--- src/rtl/mp_driver.sv ---
// Sweep driver for a microprogram unit: resets it per input combination,
// holds x1/x2, and shifts RUN_LEN response bits into a reported signature.
module mp_driver #(
    parameter int RUN_LEN = 6
) (
    input  logic               clk,
    input  logic               reset,
    input  logic               start,
    input  logic               single,
    input  logic [1:0]         sel,
    output logic               mp_reset,
    output logic               mp_x1,
    output logic               mp_x2,
    input  logic               mp_out,
    output logic [RUN_LEN-1:0] sig,
    output logic [1:0]         sig_idx,
    output logic               sig_valid,
    output logic               busy,
    output logic               done
);

    localparam int CW = $clog2(RUN_LEN + 1);

    typedef enum logic [2:0] {
        S_IDLE,
        S_RST,
        S_RUN,
        S_REPORT,
        S_DONE
    } state_t;

    state_t             state_q, state_d;
    logic [1:0]         k_q, k_d;
    logic               single_q, single_d;
    logic [CW-1:0]      cnt_q, cnt_d;
    logic [RUN_LEN-1:0] sig_q, sig_d;
    logic [1:0]         idx_q, idx_d;
    logic               active;

    always_ff @(posedge clk) begin
        if (reset) begin
            state_q  <= S_IDLE;
            k_q      <= 2'd0;
            single_q <= 1'b0;
            cnt_q    <= '0;
            sig_q    <= '0;
            idx_q    <= 2'd0;
        end else begin
            state_q  <= state_d;
            k_q      <= k_d;
            single_q <= single_d;
            cnt_q    <= cnt_d;
            sig_q    <= sig_d;
            idx_q    <= idx_d;
        end
    end

    always_comb begin
        state_d  = state_q;
        k_d      = k_q;
        single_d = single_q;
        cnt_d    = cnt_q;
        sig_d    = sig_q;
        idx_d    = idx_q;
        unique case (state_q)
            S_IDLE: begin
                if (start) begin
                    state_d  = S_RST;
                    k_d      = single ? sel : 2'd0;
                    single_d = single;
                end
            end
            S_RST: begin
                sig_d   = '0;
                cnt_d   = '0;
                idx_d   = k_q;
                state_d = S_RUN;
            end
            S_RUN: begin
                sig_d = {sig_q[RUN_LEN-2:0], mp_out};
                cnt_d = cnt_q + CW'(1);
                if (cnt_q == CW'(RUN_LEN - 1)) begin
                    state_d = S_REPORT;
                end
            end
            S_REPORT: begin
                if (!single_q && (k_q != 2'd3)) begin
                    k_d     = k_q + 2'd1;
                    state_d = S_RST;
                end else begin
                    state_d = S_DONE;
                end
            end
            S_DONE: begin
                // k only returns to 0 here, never by incrementing past 3
                k_d     = 2'd0;
                state_d = S_IDLE;
            end
            default: state_d = S_IDLE;
        endcase
    end

    assign active = (state_q == S_RST) ||
                    (state_q == S_RUN) ||
                    (state_q == S_REPORT);

    always_comb begin
        mp_x1 = 1'b0;
        mp_x2 = 1'b0;
        if (active) begin
            unique case (k_q)
                2'd0: {mp_x1, mp_x2} = 2'b01;
                2'd1: {mp_x1, mp_x2} = 2'b00;
                2'd2: {mp_x1, mp_x2} = 2'b11;
                2'd3: {mp_x1, mp_x2} = 2'b10;
                default: {mp_x1, mp_x2} = 2'b00;
            endcase
        end
    end

    assign mp_reset  = (state_q == S_RST);
    assign sig       = sig_q;
    assign sig_idx   = idx_q;
    assign sig_valid = (state_q == S_REPORT);
    assign busy      = (state_q != S_IDLE);
    assign done      = (state_q == S_DONE);

endmodule

--- config.mk ---
export PLATFORM = sky130hd
export DESIGN_NAME = mp_driver
export DESIGN_NICKNAME = d
export VERILOG_FILES = /design/src/rtl/mp_driver.sv
export SDC_FILE = /design/constraint.sdc
export NUM_CORES = 1
export LEC_CHECK = 0
export CELL_PAD_IN_SITES_DETAIL_PLACEMENT = 1
export CELL_PAD_IN_SITES_GLOBAL_PLACEMENT = 1
export CORE_MARGIN = 2
export CORE_UTILIZATION = 39
export DETAILED_ROUTE_END_ITERATION = 7
export PLACE_DENSITY = 0.86
export SLEW_MARGIN = 20
export SYNTH_ARGS = -nofsm -noshare
export SYNTH_HDL_FRONTEND = slang
export SYNTH_SLANG_ARGS = --single-unit
--- constraint.sdc ---
create_clock -name clk -period 3.04 [get_ports clk]
set_input_delay 0.912 -clock clk [delete_from_list [all_inputs] [get_ports clk]]
set_output_delay 0.912 -clock clk [all_outputs]
set_load 0.02 [all_outputs]
### Word level (Yosys, flattened, before mapping)

Index checks and enable logic that the tools add are counted.
Widths: inputs -> output; s select.

| storage, ports and cells | value |
|---|---|
| bits in registers | 17 |
| bits of input ports | 7 |
| output and inout bits | 14 |

| operators by class | value |
|---|---|
| $add $sub $neg | 2 |
| equality and inequality tests | 12 |
| muxes and demuxes | 14 |
| reductions and logical operators | 16 |

Operators with widths:

| operator | count |
|---|---|
| $pmux 3 s4 | 1 |
| $pmux 6 s2 | 1 |
| $mux 3 | 3 |
| $reduce_or 2->1 | 4 |
| $eq 3x2->1 const B | 2 |
| $eq 3x3->1 const B | 2 |
| $mux 2 | 3 |
| $ne 2x2->1 const B | 3 |
| $pmux 2 s3 | 1 |
| $pmux 3 s2 | 1 |
| $reduce_bool 3->1 | 2 |
| $eq 2x2->1 const B | 2 |
| $pmux 1 s2 | 2 |
| $reduce_and 2->1 | 2 |
| $add 3x1->3 const B | 1 |
| $eq 3x1->1 const B | 1 |
| $logic_not 3->1 | 1 |
| $reduce_and 3->1 | 1 |
| $add 2x1->2 const B | 1 |
| $eq 2x1->1 const B | 1 |
| $logic_not 2->1 | 1 |
| $logic_or 1x1->1 | 2 |
| $mux 1 | 2 |
| $ne 2x1->1 const B | 1 |
| other kinds (3) | 3 |

### Logic depth before layout (Yosys ltp)

Gate-level depths: netlist of run 1.

| depth | value |
|---|---|
| depth after elaboration | 4 |
| gate-level depth with buffers | 6 |
| mapped depth without buffers | 5 |

### Worst setup path before layout of run 1

No wires, ideal clock.

| timing | value |
|---|---|
| path type | register to output |
| start | reg state_q[2] |
| end | out mp_x2 |
| arrival | 1,339 ps |
| path slack | 789 ps |
| stages on the path, launching flop included | 5 |
| buffers on the path | 2 |
| cells stage by stage | dfxtp_1 buf_2 or2_1 buf_2 nor3_1 |

| on the way | value |
|---|---|
| word-level cells in the longest chain between the ends | 4 |

Ends and longest elaborated chain:

| element | RTL line | source |
|---|---|---|
| from (decl) | 32 | `state_t state_q, state_d;` |
| from (signal assigned) | 49 | `state_q <= state_d;` |
| $eq 3x1->1 or $eq 3x2->1 (tied branches) | 103, 104 |  |
| $logic_or 1x1->1 | 103 | `assign active = (state_q == S_RST) \|\|` |
| $logic_or 1x1->1 (*) | 104 | `(state_q == S_RUN) \|\|` |
| $mux 1 (*) | 110 | `if (active) begin` |
| to (decl) | 13 | `output logic mp_x2,` |

Every way passes the cells marked *; elsewhere a longest branch is shown, timed or not.

### Worst setup path in the final report of run 1

| timing | value |
|---|---|
| start | reg state_q[0] |
| end | out mp_x2 |

The elaborated chain is that of the path after synthesis.

==> key figures, run 1 <==
Pwr
  • Power per cell area: 469 nW/um^2
  • Total Power: 558 uW
  • Worst vdd ir: 291 uV
  • LEAKAGE: 0.000461 uW

Finish
  • Design area: 1190 um^2
  • Fill cell count: 269
  • Total Nets Final: 138
  • Share of cells above drive strength 1: 0.104
  • Diodes inserted: 0
  • Area grow syn2layout: 26.8%

Route
  • DR DRC count: 0
  • Number of routed nets with antenna violations: 0
  • WL per Instance: 15.7 um
  • Final wirelength: 2.40 mm
  • Vias per cell: 5.56
  • DR vias: 850
  • Initial drt markers: 8
  • Initial DRT Pass Iterations: 4

Clock network
  • CTS Sinks: 17
  • CTS tree: done
  • Bufs on Longest Clock Path: 2
  • H-tree levels: 1
  • Clock slew at reported path FFs: 0.11 ns
  • Worst-Skew Late Latency: 0.31 ns
  • Clk Tree Root Cell: clkbuf_4
  • Cts hold-fix bufs: 0
  • CTS Buf Count: 3

Yosys
  • Post-synth top flop: dfxtp_1
  • Yosys top cell by area: dfxtp_1
  • Post-synthesis sequential area ratio: 0.363
  • Syn_area_per_cell: 8.85 um^2
  • Post-synthesis register bit count: 17
  • Main area contributors after synthesis: dfxtp_1, a22oi_1, nor2_1
  • Post-synth net total: 118
  • Asr flop ratio synth: 0
  • Synthesized cell area: 938 um^2
  • Cells after Synth: 106
  • Yosys top cell area share: 0.363
  • Synth warn: 0
  • Post-synth EDFFs: 0
  • Yosys cell types: 30

Run
  • Max Cap Violations: 0

Placement
  • PortBufs: 20
  • Detailed placement HPWL: 1.76 mm
  • Routability congestion estimate: 0.802
  • Post-DP Area: 1160 um^2

Global route
  • Overflow after GRT: 0
  • Antenna violations before repair: 0
  • Vias in the first global route: 833
  • GR Util All Layers: 0.200
  • Largest net degree at the start of global routing: 16
  • First-pass GRT wire length: 3.98 mm

Setup path
  • Worst r2r src: state_q[2]
  • Critical path type: reg -> out
  • Max FO, Critical Path: 9
  • Worst setup endpoint: mp_x2
  • Crit end category: output pin
  • Reg2reg end: k_q[0]
  • CP startpoint: state_q[0]
  • Startpoint types: register
  • Reg2Reg Depth: 4
  • Req. time, crit path: 2.13 ns
  • Worst R2R Setup Slack: 1.42 ns
  • Arr. time, crit path: 1.96 ns

Floorplanning
  • Die height: 53.1 um
  • Ports: 21
  • Die Wd: 53.1 um
  • Core area: 2230 um^2
  • Row Count: 17
  • Die area: 2810 um^2
  • Starting Density: 0.420

Timing
  • Worst Skew: 0.00674 ns
  • RSZ-0062 raised after global routing: false
  • Maximum clock frequency: 349 MHz
  • Min Tclk post-route: 2.87 ns
  • TNS Setup: 0 ns
  • Worst slew margin: 0.610
  • Final Hold Vio Count: 0
  • Final Max Slew Viols: 0
  • Endpoints failing setup: 0
  • Tcrit/Tclk final: 0.943
  • Worst slew pin tran: 0.584 ns

Outcome
  • Status: completed

Worst hold path
  • HP Class: reg -> reg
-- layout make-up --
class / instances / area, um^2 / area share
Timing Repair Buffer: 24 / 230 / 0.193
Tap cell: 28 / 35.0 / 0.0294
Sequential cell: 17 / 342 / 0.287
Clock buffer: 3 / 22.5 / 0.0189
Multi-Input combinational cell: 76 / 541 / 0.454
Inverter: 4 / 15.0 / 0.0126
Clock inverter: 1 / 5.00 / 0.00421
-- logic make-up (layout without fill, tap and decap cells) --
family          Yosys count  count (layout)  synth area share
fa+ha+maj                 5               5            0.0667
mux                       5               5            0.0533
flops                    17              17             0.363
xor+xnor                  1               1           0.00934
simple gates             36              36             0.203
compound gates           29              29             0.244
buf+inv                  13              32            0.0613
-- cell usage after synthesis, drive strengths merged, types with 3 or more instances --
cell type / n
a22o: 7
nand2: 3
nor3: 3
nor2: 18
or2: 3
dfxtp: 17
mux2i: 5
ha: 5
a21oi: 3
buf: 8
inv: 4
a22oi: 9
-- sequential cells by signal, summed over array words and instances (netlist names) --
register  flops
state_q       3
cnt_q         3
sig           6
k_q           2
single_q      1
sig_idx       2
-- per-stage QoR --
stage | setup WS (ns) | cells | utilization | hold slack (ns)
global placement | 0.560 | 149 | 0.520 | 0.477
finish | 0.173 | 153 | 0.533 | 0.519
detailed placement | 0.454 | 149 | 0.520 | 0.507
global route | 0.0346 | 153 | 0.533 | 0.552
CTS | 0.0948 | 153 | 0.532 | 0.532
floorplan | 0.789 | 106 | - | 0.464
-- critical path: stages (launching register included) --
cell             delay, ns
dfxtp_1               0.50
nor2_1                0.12
or2_1                 0.26
nor3_1                0.15
clkdlybuf4s50_1       0.63
-- cell usage in the layout, fill, tap and decap left out, types with 3 or more instances in the layout --
cell,netlist,layout
nand2_1,3,3
clkdlybuf4s50_1,0,20
buf_4,0,4
a21oi_1,3,3
dfxtp_1,17,16
a22o_1,7,7
ha_1,5,5
mux2i_1,5,5
clkbuf_4,0,3
inv_1,4,4
nor2_1,18,18
a22oi_1,9,9
nor3_1,3,3
-- layer usage --
metal	wire [um]	track usage	up-vias
li1	-	-	417
met1	1080	0.237	407
met2	1190	0.356	21
met3	84	0.0254	5
met4	44	0.0897	0
met5	0	0	-
-- power breakdown --
group,total (uW),switching [uW],internal [uW]
clock network,130,80.6,49.2
logic,173,94.0,79.1
registers,255,20.0,235
total,558,195,364
-- timing repair --
| item | in CTS | in global routing |
|---|---|---|
| endpoints found under the setup margin | 0 | 1 |
| resized for setup | 0 | 1 |
| buffers inserted | 0 | 0 |
| hold endpoints to repair | 0 | 0 |
-- worst min-delay path by stage --
stage / end / depth (start not counted) / start / slack, ns
finish: sig_idx[1] / 2 / sig_idx[1] / 0.52
global route: sig_idx[1] / 2 / sig_idx[1] / 0.55
CTS: sig_idx[1] / 2 / sig_idx[1] / 0.53
detailed placement: sig_idx[1] / 2 / sig_idx[1] / 0.51
global placement: sig_idx[1] / 2 / sig_idx[1] / 0.48
floorplan: single_q / 2 / single_q / 0.46
Power figures use the tool's default switching activity.
==> inputs of run 2 (changes only) <==
--- a/config.mk
+++ b/config.mk
@@ -10,6 +10,7 @@
 export CORE_MARGIN = 2
 export CORE_UTILIZATION = 39
 export DETAILED_ROUTE_END_ITERATION = 7
+export GPL_TIMING_DRIVEN = 0
 export PLACE_DENSITY = 0.86
 export SLEW_MARGIN = 20
 export SYNTH_ARGS = -nofsm -noshare
==> key figures, run 2 (synthesis results as in run 1) <==
Route
  • Vias per cell: 5.50 (-1.1%)
  • Initial DRT Pass Iterations: 4 (unchanged)
  • DR vias: 863 (+1.5%)
  • Number of routed nets with antenna violations: 0 (unchanged)
  • Initial drt markers: 16 (+8)
  • DR DRC count: 0 (unchanged)
  • Final wirelength: 2.23 mm (-7.1%)
  • WL per Instance: 14.2 um (-9.5%)

Clock network
  • Bufs on Longest Clock Path: 2 (unchanged)
  • CTS Buf Count: 3 (unchanged)
  • Clk Tree Root Cell: clkbuf_4
  • CTS Sinks: 17 (unchanged)
  • Clock slew at reported path FFs: 0.10 ns (about the same)
  • Worst-Skew Late Latency: 0.28 ns (-0.03 ns)
  • Cts hold-fix bufs: 0 (unchanged)
  • CTS tree: done
  • H-tree levels: 1 (unchanged)

Pwr
  • Switching share of power: 0.335 (-0.0140)
  • Clk network pwr share: 0.218 (-0.015)
  • LEAKAGE: 0.000505 uW (+9.5%)
  • Power per cell area: 451 nW/um^2 (-3.8%)
  • Worst vdd ir: 210 uV (-28%)
  • Power share of the combinational group: 0.323 (+0.013)
  • P_sw: 181 uW (-7.2%)
  • Int Power: 359 uW (-1.3%)
  • Seq pwr share: 0.459 (+0.002)

Timing
  • Worst slew pin tran: 0.496 ns (-0.0882 ns)
  • Endpoints failing setup: 0 (unchanged)
  • TNS Setup: 0 ns (unchanged)
  • Worst Skew: 0.00211 ns (-0.00462 ns)
  • Final Hold Vio Count: 0 (unchanged)
  • Maximum clock frequency: 359 MHz (+2.8%)
  • Min Tclk post-route: 2.79 ns (-0.0780 ns)
  • Worst slew margin: 0.668 (+0.0581)
  • Final Max Slew Viols: 0 (unchanged)
  • Tcrit/Tclk final: 0.917 (-0.0257)
  • RSZ-0062 raised after global routing: false

Finish
  • Most frequent cells in the layout: nor2_1, dfxtp_1, clkdlybuf4s50_1, a22oi_1
  • Commonest non-fill, non-tap cell in the layout: nor2_1
  • Max FFs per register: 6 (unchanged)
  • Diodes inserted: 0 (unchanged)
  • Share of cells above drive strength 1: 0.116 (+0.0123)
  • Total Nets Final: 142 (+2.9%)
  • Area grow syn2layout: 27.5%
  • Storage element area: 340 um^2 (-0.37%)
  • Final core occ: 0.536 (+0.00280)
  • Fill cell count: 265 (-1.5%)
  • Area of the multi-input gates: 541 um^2 (unchanged)

Worst hold path
  • Hold Path Stages: 2 (unchanged)
  • Hold Crit Endpoint: sig_idx[1]
  • HP Class: reg -> reg
  • Hold path start: sig_idx[1]

Setup path
  • Reg2Reg Depth: 5 (+1)
  • Crit end category: output pin
  • Worst R2R Setup Slack: 1.59 ns (+0.17 ns)
  • Worst r2r src: k_q[0]
  • Arr. time, crit path: 1.88 ns (-0.08 ns)
  • Reg2reg end: k_q[0]
  • Critical path type: reg -> out
  • Req. time, crit path: 2.13 ns (about the same)
  • Startpoint types: register
  • Max FO, Critical Path: 10 (+1)

Floorplanning
  • Row Count: 17 (unchanged)
  • Ports: 21 (unchanged)
  • Starting Density: 0.420 (unchanged)
  • Die Wd: 53.1 um (unchanged)
  • Core area: 2230 um^2 (unchanged)
  • Die height: 53.1 um (unchanged)
  • Die area: 2810 um^2 (unchanged)

Global route
  • Top Usage Layer GRT: met2
  • Met1 Use GR: 0.233 (-0.00377)
  • Largest net degree at the start of global routing: 11 (-5)
  • Met2 Track Usage GR: 0.329 (-0.0271)
  • Vias in the first global route: 867 (+4.1%)
  • GR Util All Layers: 0.183 (-0.0172)
  • Overflow after GRT: 0 (unchanged)
  • First-pass GRT wire length: 3.88 mm (-2.6%)
  • GR Layer Usage met3: 0.0198 (-0.00565)
  • Antenna violations before repair: 0 (unchanged)

Outcome
  • Status: completed

Placement
  • PortBufs: 19 (-5.0%)
  • Routability congestion estimate: 0.777 (-3.1%)
  • Detailed placement HPWL: 1.66 mm (-5.8%)

Run
  • Max Cap Violations: 0 (unchanged)
==> run 2: changes by cell type in the layout (fill, tap and decap cells not counted), sizes merged <==
cell           delta
dlymetal6s2s      +2
clkdlybuf4s50     -3
buf               +4
clkbuf            +1
==> run 2: area by class of cell <==
class / count / share of cell area
clock inverters: 1 / 0.00418
well taps: 28 / 0.0293
multi-input cells: 76 / 0.452
inverters: 4 / 0.0126
flip-flops and latches: 17 / 0.285
clock buffers: 3 / 0.0188
plain buffers: 9 / 0.0356
repair buffers: 19 / 0.163
==> run 2: how the worst max path moves through the flow <==
stage                     startpoint  endpoint  slack (ns)  depth (start not counted)
after floorplan           state_q[2]     mp_x2        0.79                          4
after global placement    state_q[2]     mp_x2        0.40                          5
after detailed placement  state_q[2]     mp_x2        0.37                          5
after CTS                 state_q[2]     mp_x2        0.05                          5
after global routing      state_q[0]  mp_reset        0.17                          3
final                     state_q[0]  mp_reset        0.25                          3
==> run 2: repair_timing <==
action                                 in CTS  in global routing
resized for setup                           0                  2
endpoints found under the hold margin       0                  0
buffers inserted                            0                  0
setup endpoints to repair                   0                  2
==> run 2: layer usage <==
metal | share of wire | routed length, um | vias up
li1 | - | - | 428
met1 | 0.45 | 1010 | 410
met2 | 0.49 | 1080 | 23
met3 | 0.058 | 130 | 2
met4 | 0.0045 | 10 | 0
met5 | 0 | 0 | -
==> run 2: per-stage QoR <==
stage               cells  cell area (um^2)  total power (uW)  hold slack, ns  worst slack [ns]
finish                157              1200               540           0.510             0.251
global route          157              1200               577           0.543             0.174
CTS                   157              1190               549           0.522            0.0521
detailed placement    153              1160               429           0.488             0.372
global placement      153              1160               424           0.479             0.405
floorplan             106               938               368           0.464             0.789
==> run 2: power by group through the flow <==
stage | logic, uW | clock network (uW) | registers, uW
after floorplan | 116 | 0 | 252
after global placement | 172 | 0 | 252
after detailed placement | 176 | 0 | 253
final | 174 | 118 | 248
after CTS | 177 | 125 | 247
after global routing | 194 | 134 | 250
==> run 2: worst max-delay path, stage by stage (launching register included) <==
cell             delay, ns
dfxtp_1               0.39
buf_2                 0.24
nor3b_4               0.31
clkdlybuf4s50_1       0.66
==> inputs of run 3 (changes only) <==
--- a/config.mk
+++ b/config.mk
@@ -5,13 +5,15 @@
 export SDC_FILE = /design/constraint.sdc
 export NUM_CORES = 1
 export LEC_CHECK = 0
+export ABC_CLOCK_PERIOD_IN_PS = 3040
 export CELL_PAD_IN_SITES_DETAIL_PLACEMENT = 1
 export CELL_PAD_IN_SITES_GLOBAL_PLACEMENT = 1
 export CORE_MARGIN = 2
-export CORE_UTILIZATION = 39
+export CORE_UTILIZATION = 40
+export CTS_BUF_LIST = sky130_fd_sc_hd__clkbuf_2 sky130_fd_sc_hd__clkbuf_4 sky130_fd_sc_hd__clkbuf_8
 export DETAILED_ROUTE_END_ITERATION = 7
 export GPL_TIMING_DRIVEN = 0
-export PLACE_DENSITY = 0.86
+export PLACE_DENSITY = 0.88
 export SLEW_MARGIN = 20
 export SYNTH_ARGS = -nofsm -noshare
 export SYNTH_HDL_FRONTEND = slang
==> key figures, run 3 (synthesis results as in run 1) <==
Timing
  • Worst slew margin: 0.648 (-0.0201)
  • Final Max Slew Viols: 0 (unchanged)
  • Maximum clock frequency: 357 MHz (-0.48%)
  • Final Hold Vio Count: 0 (unchanged)
  • Fin Hold WS: 0.508 ns (-0.00229 ns)
  • Worst slew pin tran: 0.526 ns (+0.0300 ns)
  • Worst Skew: 0.00907 ns (+0.00696 ns)
  • TNS Setup: 0 ns (unchanged)
  • Min Tclk post-route: 2.80 ns (+0.0134 ns)
  • Tcrit/Tclk final: 0.922 (+0.00441)
  • Endpoints failing setup: 0 (unchanged)
  • RSZ-0062 raised after global routing: false

Placement
  • Placed cell count: 153 (unchanged)
  • Routability congestion estimate: 0.813 (+4.6%)
  • Detailed placement HPWL: 1.82 mm (+10%)
  • PortBufs: 19 (unchanged)

Finish
  • Total Nets Final: 142 (unchanged)
  • Max FFs per register: 6 (unchanged)
  • Finished Layout Cells: 157 (unchanged)
  • Area grow syn2layout: 27.1%
  • Share of cells above drive strength 1: 0.116 (unchanged)
  • Most frequent cells in the layout: nor2_1, dfxtp_1, clkdlybuf4s50_1, a22oi_1
  • Diodes inserted: 0 (unchanged)
  • Commonest non-fill, non-tap cell in the layout: nor2_1
  • Fill cell count: 276 (+4.2%)

Global route
  • First-pass GRT wire length: 3.97 mm (+2.3%)
  • Largest net degree at the start of global routing: 11 (unchanged)
  • Vias in the first global route: 894 (+3.1%)
  • Antenna violations before repair: 0 (unchanged)
  • Overflow after GRT: 0 (unchanged)
  • GR Util All Layers: 0.199 (+0.0162)

Run
  • Max Cap Violations: 0 (unchanged)

Route
  • Final wirelength: 2.47 mm (+11%)
  • DR vias: 866 (+0.35%)
  • WL per Instance: 15.7 um (+11%)
  • Initial drt markers: 5 (-11)
  • Number of routed nets with antenna violations: 0 (unchanged)
  • Initial DRT Pass Iterations: 4 (unchanged)
  • DR DRC count: 0 (unchanged)
  • Vias per cell: 5.52 (+0.35%)

Clock network
  • CTS tree: done
  • Bufs on Longest Clock Path: 2 (unchanged)
  • H-tree levels: 1 (unchanged)
  • Worst-Skew Late Latency: 0.30 ns (+0.02 ns)
  • Cts hold-fix bufs: 0 (unchanged)
  • CTS Sinks: 17 (unchanged)
  • CTS Buf Count: 3 (unchanged)
  • Clock slew at reported path FFs: 0.11 ns (about the same)
  • Clk Tree Root Cell: clkbuf_4

Worst hold path
  • Hold path start: sig_idx[0]
  • Hold Crit Endpoint: sig_idx[0]
  • HP Class: reg -> reg
  • Hold Path Stages: 2 (unchanged)

Setup path
  • Arr. time, crit path: 1.89 ns (about the same)
  • CP startpoint: state_q[0]
  • Worst r2r src: k_q[0]
  • Req. time, crit path: 2.13 ns (about the same)
  • Delay of the slowest cell on the worst path: 0.65 ns (about the same)
  • Reg2Reg Depth: 4 (-1)
  • Reg2reg end: state_q[0]
  • Worst R2R Setup Slack: 1.50 ns (-0.09 ns)
  • Crit-path slowest cell: clkdlybuf4s50_1
  • Crit path buffers/inverters: 2 (unchanged)
  • Crit-path cells: buf_2 > nor3b_4 > clkdlybuf4s50_1
  • Cell family with most CP delay: buffers and inverters
  • Crit end category: output pin
  • Critical path type: reg -> out
  • Startpoint types: register
  • Max FO, Critical Path: 10 (unchanged)
  • WP depth: 3 (unchanged)

Floorplanning
  • Core area: 2210 um^2 (-0.95%)
  • Die area: 2750 um^2 (-2.3%)
  • Row Count: 17 (unchanged)
  • Die Wd: 52.4 um (-1.2%)
  • Die height: 52.4 um (-1.2%)
  • Ports: 21 (unchanged)
  • Starting Density: 0.424 (+0.00404)

Pwr
  • Power share of the combinational group: 0.319 (-0.004)
  • Power per cell area: 460 nW/um^2 (+2.0%)
  • P_sw: 191 uW (+5.9%)
  • Total Power: 549 uW (+1.7%)
  • Seq pwr share: 0.452 (-0.007)
  • Int Power: 357 uW (-0.46%)
  • Clk network pwr share: 0.229 (+0.011)
  • Switching share of power: 0.349 (+0.0140)
  • LEAKAGE: 0.000495 uW (-2.0%)
  • Worst vdd ir: 264 uV (+26%)

Outcome
  • Status: completed
run 3: repair_timing:
action,in CTS,in global routing
gates resized for setup,1,1
setup buffers,0,0
endpoints found under the setup margin,1,1
run 3: through the flow:
stage | util | cell area [um^2] | worst slack [ns]
5_1_grt | 0.539 | 1190 | 0.133
2_1_floorplan | - | 938 | 0.789
4_1_cts | 0.538 | 1190 | 0.0428
3_5_place_dp | 0.526 | 1160 | 0.346
6_report | 0.539 | 1190 | 0.237
3_3_place_gp | 0.526 | 1160 | 0.398
run 3: power groups by stage:
stage | clock network [uW] | logic (uW) | registers, uW
finish | 126 | 175 | 248
global placement | 0 | 171 | 252
CTS | 134 | 178 | 248
global route | 137 | 192 | 251
floorplan | 0 | 116 | 252
detailed placement | 0 | 180 | 253
run 3: per-layer routing:
metal	GRT usage	vias to the layer above	routed length [um]
li1	-	430	-
met1	0.224	412	1070
met2	0.373	19	1280
met3	0.0171	5	65
met4	0.0897	0	51
met5	0	-	0
run 3: cell type report:
cell class,instances,area (um^2),area share
clock inverter,1,5.00,0.00420
buffer,9,42.5,0.0357
timing repair buffer,19,191,0.161
clock buffer,3,22.5,0.0189
inverter,4,15.0,0.0126
sequential,17,340,0.285
tap,28,35.0,0.0294
multi-input combinational,76,541,0.453
run 3: worst max path at each step:
stage,endpoint,slack (ns)
2_1_floorplan,mp_x2,0.79
3_3_place_gp,mp_x2,0.40
4_1_cts,mp_x1,0.04
3_5_place_dp,mp_x2,0.35
5_1_grt,mp_reset,0.13
6_report,mp_reset,0.24
run 3: worst register-to-register path: cells and delay by family (launching register included):
kind / cells / cell delay [ns]
adder cells (fa/ha/maj): 1 / 0.26
AO/OA/AOI/OAI: 1 / 0.46
flip-flops: 1 / 0.39
AND/OR/NAND/NOR: 2 / 0.29
